### src/rtl/rect_fill_engine.sv
// rect_fill_engine: rectangle-fill blitter driving the GPU video-memory write port.
// One command (origin, size, colour) is clipped to the framebuffer. Each pixel of the
// clipped area is then written in row-major order, one write per accepted cycle.
//
// Ports:
//   clk, rst_n_i          clock, synchronous active-low reset
//   start_i               command strobe, sampled only in IDLE
//   x0_i, y0_i, w_i, h_i  rectangle origin and size
//   color_i               fill colour
//   outline_i             border-only mode (present only with RECT_FILL_OUTLINE_EN)
//   v_ready_i             GPU accepts a write this cycle
//   v_we_o/v_addr_o/v_data_o  framebuffer write request (addr = y*FB_W + x)
//   busy_o                high while filling
//   done_o                one-cycle pulse at the end of every command
//
// Optional feature: define RECT_FILL_OUTLINE_EN to add outline_i. When outline_i is set,
// interior pixels are skipped at one cycle each.
module rect_fill_engine #(
    parameter int unsigned FB_W    = 80,
    parameter int unsigned FB_H    = 60,
    parameter int unsigned ADDR_W  = 13,
    parameter int unsigned DATA_W  = 12,
    parameter int unsigned COORD_W = 8
) (
    input  logic               clk,
    input  logic               rst_n_i,
    input  logic               start_i,
    input  logic [COORD_W-1:0] x0_i,
    input  logic [COORD_W-1:0] y0_i,
    input  logic [COORD_W-1:0] w_i,
    input  logic [COORD_W-1:0] h_i,
    input  logic [DATA_W-1:0]  color_i,
`ifdef RECT_FILL_OUTLINE_EN
    input  logic               outline_i,
`endif
    input  logic               v_ready_i,
    output logic               v_we_o,
    output logic [ADDR_W-1:0]  v_addr_o,
    output logic [DATA_W-1:0]  v_data_o,
    output logic               busy_o,
    output logic               done_o
);

    localparam logic [COORD_W:0]  LP_FB_W_C = (COORD_W+1)'(FB_W);
    localparam logic [COORD_W:0]  LP_FB_H_C = (COORD_W+1)'(FB_H);
    localparam logic [COORD_W:0]  LP_ONE_C  = (COORD_W+1)'(1);
    localparam logic [ADDR_W-1:0] LP_FB_W_A = ADDR_W'(FB_W);
    localparam logic [ADDR_W-1:0] LP_ONE_A  = ADDR_W'(1);

    typedef enum logic [1:0] {StIdle, StFill, StDone} state_e;

    state_e              r_state;
    logic [COORD_W:0]    r_x0, r_x, r_y, r_x_end, r_y_end;
    logic [ADDR_W-1:0]   r_row_base;
    logic                r_we, r_busy, r_done;
    logic [ADDR_W-1:0]   r_addr;
    logic [DATA_W-1:0]   r_data;
`ifdef RECT_FILL_OUTLINE_EN
    logic                r_outline;
    logic [COORD_W:0]    r_y0;
`endif

    // Command decode: clipping uses one extra bit so x0+w cannot overflow.
    logic [COORD_W:0]  w_x_sum, w_y_sum, w_x_end, w_y_end;
    logic              w_empty;
    logic [ADDR_W-1:0] w_row0;

    always_comb begin
        w_x_sum = {1'b0, x0_i} + {1'b0, w_i};
        w_y_sum = {1'b0, y0_i} + {1'b0, h_i};
        w_x_end = (w_x_sum > LP_FB_W_C) ? LP_FB_W_C : w_x_sum;
        w_y_end = (w_y_sum > LP_FB_H_C) ? LP_FB_H_C : w_y_sum;
        w_empty = (w_i == '0) || (h_i == '0) ||
                  ({1'b0, x0_i} >= LP_FB_W_C) || ({1'b0, y0_i} >= LP_FB_H_C);
        // Only multiply at command start; the scan loop steps row_base by FB_W.
        w_row0  = ADDR_W'(y0_i) * LP_FB_W_A;
    end

    // Scan stepping: next pixel position and its address.
    logic [COORD_W:0]  w_x_inc, w_y_inc, w_nx, w_ny;
    logic [ADDR_W-1:0] w_nbase, w_naddr;
    logic              w_last_col, w_last_row, w_step, w_nskip;

    always_comb begin
        w_x_inc    = r_x + LP_ONE_C;
        w_y_inc    = r_y + LP_ONE_C;
        w_last_col = (w_x_inc == r_x_end);
        w_last_row = (w_y_inc == r_y_end);
        w_nx       = w_x_inc;
        w_ny       = r_y;
        w_nbase    = r_row_base;
        w_naddr    = r_addr + LP_ONE_A;
        if (w_last_col) begin
            w_nx    = r_x0;
            w_ny    = w_y_inc;
            w_nbase = r_row_base + LP_FB_W_A;
            w_naddr = w_nbase + ADDR_W'(r_x0);
        end
`ifdef RECT_FILL_OUTLINE_EN
        w_nskip = r_outline && (w_ny != r_y0) && (w_ny != r_y_end - LP_ONE_C) &&
                  (w_nx != r_x0) && (w_nx != r_x_end - LP_ONE_C);
`else
        w_nskip = 1'b0;
`endif
        // A skipped pixel (we low) advances without waiting on the GPU.
        w_step = r_we ? v_ready_i : 1'b1;
    end

    always_ff @(posedge clk) begin
        if (!rst_n_i) begin
            r_state    <= StIdle;
            r_x0       <= '0;
            r_x        <= '0;
            r_y        <= '0;
            r_x_end    <= '0;
            r_y_end    <= '0;
            r_row_base <= '0;
            r_we       <= 1'b0;
            r_addr     <= '0;
            r_data     <= '0;
            r_busy     <= 1'b0;
            r_done     <= 1'b0;
`ifdef RECT_FILL_OUTLINE_EN
            r_outline  <= 1'b0;
            r_y0       <= '0;
`endif
        end else begin
            case (r_state)
                StIdle: begin
                    r_done <= 1'b0;
                    if (start_i) begin
                        r_x0       <= {1'b0, x0_i};
                        r_x        <= {1'b0, x0_i};
                        r_y        <= {1'b0, y0_i};
                        r_x_end    <= w_x_end;
                        r_y_end    <= w_y_end;
                        r_row_base <= w_row0;
`ifdef RECT_FILL_OUTLINE_EN
                        r_outline  <= outline_i;
                        r_y0       <= {1'b0, y0_i};
`endif
                        if (w_empty) begin
                            r_state <= StDone;
                            r_done  <= 1'b1;
                        end else begin
                            // First pixel (x0,y0) is always on the border, never skipped.
                            r_state <= StFill;
                            r_busy  <= 1'b1;
                            r_we    <= 1'b1;
                            r_addr  <= w_row0 + ADDR_W'(x0_i);
                            r_data  <= color_i;
                        end
                    end
                end
                StFill: begin
                    if (w_step) begin
                        if (w_last_col && w_last_row) begin
                            r_state <= StDone;
                            r_we    <= 1'b0;
                            r_busy  <= 1'b0;
                            r_done  <= 1'b1;
                            r_addr  <= '0;
                            r_data  <= '0;
                        end else begin
                            r_x        <= w_nx;
                            r_y        <= w_ny;
                            r_row_base <= w_nbase;
                            r_addr     <= w_naddr;
                            r_we       <= !w_nskip;
                        end
                    end
                end
                StDone: begin
                    r_done  <= 1'b0;
                    r_state <= StIdle;
                end
                default: r_state <= StIdle;
            endcase
        end
    end

    assign v_we_o   = r_we;
    assign v_addr_o = r_addr;
    assign v_data_o = r_data;
    assign busy_o   = r_busy;
    assign done_o   = r_done;

endmodule

### config.mk
export PLATFORM = sky130hd
export DESIGN_NAME = rect_fill_engine
export DESIGN_NICKNAME = d
export VERILOG_FILES = /design/src/rtl/rect_fill_engine.sv
export SDC_FILE = /design/constraint.sdc
export NUM_CORES = 1
export LEC_CHECK = 0
export CORE_UTILIZATION = 40
export DETAILED_ROUTE_END_ITERATION = 10
export HOLD_SLACK_MARGIN = 0.05
export RECOVER_POWER = 50
export SYNTH_ARGS = -nofsm -noshare
export SYNTH_HDL_FRONTEND = slang
export SYNTH_SLANG_ARGS = --single-unit
### constraint.sdc
create_clock -name clk -period 5.9 [get_ports clk]
set_clock_uncertainty 0.2 [all_clocks]
set_input_delay 0.59 -clock clk [delete_from_list [all_inputs] [get_ports clk]]
set_output_delay 0.59 -clock clk [all_outputs]
set_load 0.02 [all_outputs]
==> metrics.txt, run 1 <==
largest net degree at the start of global routing=58; minimum clock period after layout=4.38 ns; Final Cycle Share=0.742; RSZ-0062 raised after global routing=no; register bit count reported by yosys=83; WS Path Type=flip-flop to flip-flop; Die X=124 um; endpoints failing setup=0; clock root buffer=clkbuf_16; DRT Wirelength=17500 um; Core Region=0.0145 mm^2; Warnings, synthesis=0; number of gates resized after cts=0; H-tree depth=3; Final Max Tran Viols=29; Final nets=885; area of the multi-input gates=0.00401 mm^2; Mapped Cells=734; slew margin rel.=-0.326; Fmax=228 MHz; vias per cell=5.87; Primary FF master, synth=dfxtp_1; Synth area leader=dfxtp_1; Detailed Routing Iterations Pass 1=5; Port Buffers=75; commonest cells after routing, fill and taps aside=nand2_1 (85), dfxtp_1 (83), o21ai_0 (69), a21oi_1 (61), clkdlybuf4s50_1 (45); Initial Util=0.408; CP Capture Type=flip-flop; clock transition at the registers of the reported paths=0.06 ns; gr ovfl total=0; static leakage=2.84 nW; Post-synth EDFFs=0; DRT antenna net count=0; Worst Max-Slew Pin Slew=1.99 ns; number of buffers created by CTS=9; Max Cap Viol=1; most common cell after layout, fill and taps aside=nand2_1; Total Power=1.69 mW; # IOs=76; die height=124 um; total number of vias=5728; Clock Tree Buf Depth=2; VDD IR max=0.187 mV; first-pass GRT wire length=27900 um; Fin. Hold Viols=0; Setup Buffers After CTS=0; Reg area=0.00166 mm^2; syn_area_per_cell=8.05 um^2; failing checks=capacitance limit, slew limit; Worst-Skew Late Latency=0.35 ns; pwr dens=240 mW/mm^2; Synth Cell Area=0.00591 mm^2; initial antenna violation count=0; clk sinks=83; n_diodes=0; GRT Resource Usage Total=0.239; Startpoint Class=flip-flop; Req. time, crit path=5.97 ns; drt drc=0; GP Congestion=0.918; Hold Crit Class=flip-flop to flip-flop; TritonCTS clock tree=done; top cells by area, synth=dfxtp_1 (28%), ha_1 (9.3%), xnor2_1 (6.1%), o21ai_0 (5.8%), nand2_1 (5.4%); synth unique cells=68; Filler Cells Inserted=1409; Syn-to-layout area delta=19.4%; final setup TNS=0 ns; Final HPWL DP=12700 um; Yosys top cell area share=0.281; status=complete, but fails checks; DR WL/cell=17.9 um; Worst Path Arrival=4.45 ns; DR iter-0 viols=533; post-synth net total=830; CTS Hold Bufs=0; CP Max Fanout=28; share of the yosys chip area belonging to registers=0.281; die area=0.0153 mm^2; Std-Cell Rows=44; fraction of registers with async set/reset=0; vias in the first global route=5573; fraction of layout cells with a size suffix above 1=0.0467
[state kept, by name (all words and copies together), names as in the netlist]
name        count
done_o          1
busy_o          1
r_x0            8
r_x_end         9
r_y_end         9
r_state         2
v_addr_o       13
v_data_o       12
r_row_base      9
r_y             9
r_x             9
v_we_o          1
[layer usage]
layer / GRT usage / vias up / part of all wire
met2: 0.388 / 187 / 0.46
met1: 0.305 / 2732 / 0.46
met3: 0.0397 / 42 / 0.050
met4: 0.120 / 0 / 0.035
met5: 0 / - / 0
li1: - / 2767 / -
[power breakdown]
part | switching [mW] | internal [mW]
Clock | 0.232 | 0.334
Combinational | 0.263 | 0.205
Sequential | 0.0549 | 0.604
[logic make-up after synthesis]
logic type | count (synthesis) | synth area share
DFF | 83 | 0.281
AOI/OAI and AO/OA | 224 | 0.240
adders and majority gates | 48 | 0.107
other | 1 | 0.000635
muxes | 12 | 0.0208
and+or+nand+nor | 233 | 0.198
xor gates and xnor gates | 74 | 0.114
buffers and inverters | 59 | 0.0381
[worst max-delay path, cell delays in order, from the launching register on]
cell     delay [ns]
dfxtp_1        0.46
ha_1           0.34
nand3_1        0.18
or2_0          0.32
xnor2_1        0.15
or4_1          0.48
nor3_1         0.57
a21oi_1        0.74
or4_1          0.71
a21oi_1        0.15
[Yosys cell counts (6+ instances only)]
master / n
nand2_1: 85
dfxtp_1: 83
o21ai_0: 69
a21oi_1: 60
ha_1: 44
nor2_1: 41
xnor2_1: 41
clkbuf_1: 32
xor2_1: 31
o211ai_1: 24
inv_1: 21
nand3_1: 20
a31oi_1: 14
nor3_1: 14
and3_1: 10
mux2i_1: 10
nand4_1: 9
a21o_1: 7
o221a_2: 7
or4_1: 7
nor2b_1: 6
[path summary, 6_finish.rpt]
path / start / end / slack [ns] / cells past startpoint
worst max register to register: r_y[0] / done_o / 1.52 / 9
worst max-delay path: r_y[0] / done_o / 1.52 / 9
worst min register to register: v_data_o[8] / v_data_o[8] / 0.28 / 2
worst min-delay path: v_data_o[8] / v_data_o[8] / 0.28 / 2
[metrics by stage]
stage | hold WS [ns] | std cells | instance area (um^2) | worst slack [ns] | util
floorplan | 0.245 | 734 | 5910 | 2.88 | -
global route | 0.291 | 976 | 7050 | 1.28 | 0.487
CTS | 0.284 | 976 | 7070 | 2.26 | 0.489
global placement | 0.265 | 962 | 6790 | 2.12 | 0.469
detailed placement | 0.272 | 962 | 6790 | 1.98 | 0.469
finish | 0.280 | 976 | 7050 | 1.52 | 0.487
[area by class of cell]
cell class                      instances  share of cell area
Multi-Input combinational cell        592               0.568
Sequential cell                        83               0.236
Timing Repair Buffer                   81               0.112
Clock buffer                           11              0.0344
Tap cell                              184              0.0326
Inverter                               22              0.0117
Clock inverter                          3             0.00568
No activity file was read; power rests on OpenSTA's default activity.
==> inputs of run 2 (changes only) <==
Clock period 5.9 ns to 4.3 ns, I/O delays scaled along.
==> metrics.txt, run 2 (synthesis gave the netlist of run 1 again) <==
status=finished clean; Crit path top cell by count=or4_1; Syn-to-layout area delta=20.7%; clock root buffer=clkbuf_16; Worst Path Arrival=3.96 ns; Detailed Routing Iterations Pass 1=5; Worst Max-Slew Pin Slew=0.848 ns; Core Util, Final=0.493; Critical Path, Cell by Cell=ha_1 -> nand3_1 -> or2_0 -> xnor2_1 -> or4_1 -> nor3_2 -> a21oi_4 -> or4_1 -> a21oi_1; static leakage=2.87 nW; Die X=124 um; number of flip-flops under the largest register name=13; n_diodes=0; clk sinks=83; most common cell after layout, fill and taps aside=nand2_1; endpoints failing setup=0; total number of vias=5688; Fin. Hold Viols=0; CP Max Fanout=28; Fmax=258 MHz; DRT antenna net count=0; final worst slack=0.429 ns; Initial Util=0.408; Setup Buffers After CTS=0; first-pass GRT wire length=28100 um; Hold Crit Class=flip-flop to flip-flop; minimum clock period after layout=3.87 ns; Final Max Tran Viols=0; clock transition at the registers of the reported paths=0.06 ns; TritonCTS clock tree=done; CP Capture Type=flip-flop; Startpoint Class=flip-flop; slew margin rel.=0.432; pwr dens=337 mW/mm^2; die area=0.0153 mm^2; Clock Tree Buf Depth=2; Final nets=888; slowest cell on the critical path=or4_1; gr ovfl total=0; commonest cells after routing, fill and taps aside=nand2_1 (85), dfxtp_1 (83), o21ai_0 (69), a21oi_1 (60), clkdlybuf4s50_1 (45); # IOs=76; vias in the first global route=5634; Final HPWL DP=13000 um; fraction of layout cells with a size suffix above 1=0.0565; Worst-Skew Late Latency=0.36 ns; Final Cycle Share=0.900; initial antenna violation count=0; CTS Hold Bufs=0; die height=124 um; Port Buffers=75; DRT Wirelength=17700 um; Filler Cells Inserted=1420; VDD IR max=0.218 mV; RSZ-0062 raised after global routing=no; Core Region=0.0145 mm^2; Max Cap Viol=0; GP Congestion=0.868; H-tree depth=3; GRT Resource Usage Total=0.241; WS Path Type=flip-flop to flip-flop; DR WL/cell=18.1 um; vias per cell=5.80; Max stage delay on crit path=0.56 ns; Std-Cell Rows=44; number of gates resized after cts=0; DR iter-0 viols=350; largest net degree at the start of global routing=57; final setup TNS=0 ns; Setup Slack @ Placement=0.533 ns; Req. time, crit path=4.39 ns; number of buffers created by CTS=9; drt drc=0
## run 2: cell types whose count changed in the layout (fill, tap and decap cells not counted), sizes merged
cell	change
buf	+4
clkbuf	-2
bufinv	+1
clkinv	+1
clkinvlp	+1
## run 2: per-stage QoR
stage | cell area, um^2 | hold WS [ns] | power, mW | instances
after floorplan | 5910 | 0.245 | 1.34 | 734
after global placement | 6810 | 0.262 | 1.56 | 965
after detailed placement | 6810 | 0.270 | 1.57 | 965
after CTS | 7130 | 0.283 | 2.42 | 981
after global routing | 7130 | 0.304 | 2.53 | 981
final | 7130 | 0.276 | 2.40 | 981
## run 2: final cells by class
class | instances | area (um^2) | share of cell area
clock buffer | 10 | 229 | 0.0321
clock inverter | 6 | 90.1 | 0.0126
inverter | 22 | 82.6 | 0.0116
multi-input combinational | 592 | 4020 | 0.564
sequential | 83 | 1660 | 0.233
tap | 184 | 230 | 0.0323
timing repair buffer | 84 | 818 | 0.115
## run 2: metal layers
| layer | vias up | part of all wire | GRT usage |
|---|---|---|---|
| li1 | 2779 | - | - |
| met1 | 2717 | 0.46 | 0.306 |
| met2 | 158 | 0.47 | 0.403 |
| met3 | 34 | 0.047 | 0.0470 |
| met4 | 0 | 0.023 | 0.0851 |
| met5 | - | 0 | 0 |
## run 2: critical path, delay by kind of cell (launching register included)
family / cells / cell delay [ns]
flops: 1 / 0.48
xor+xnor: 1 / 0.15
simple gates: 5 / 2.15
fa+ha+maj: 1 / 0.36
compound gates: 2 / 0.45
## run 2: power by group
part	switching, mW	internal (mW)	total [mW]
clock	0.338	0.510	0.848
combinational	0.364	0.286	0.650
sequential	0.0757	0.829	0.905
## run 2: final timing paths
check / start / to / slack [ns] / depth (start not counted)
worst min-delay path: v_data_o[3] / v_data_o[3] / 0.28 / 2
worst min register to register: v_data_o[3] / v_data_o[3] / 0.28 / 2
worst max-delay path: r_y[0] / done_o / 0.43 / 9
worst max register to register: r_y[0] / done_o / 0.43 / 9
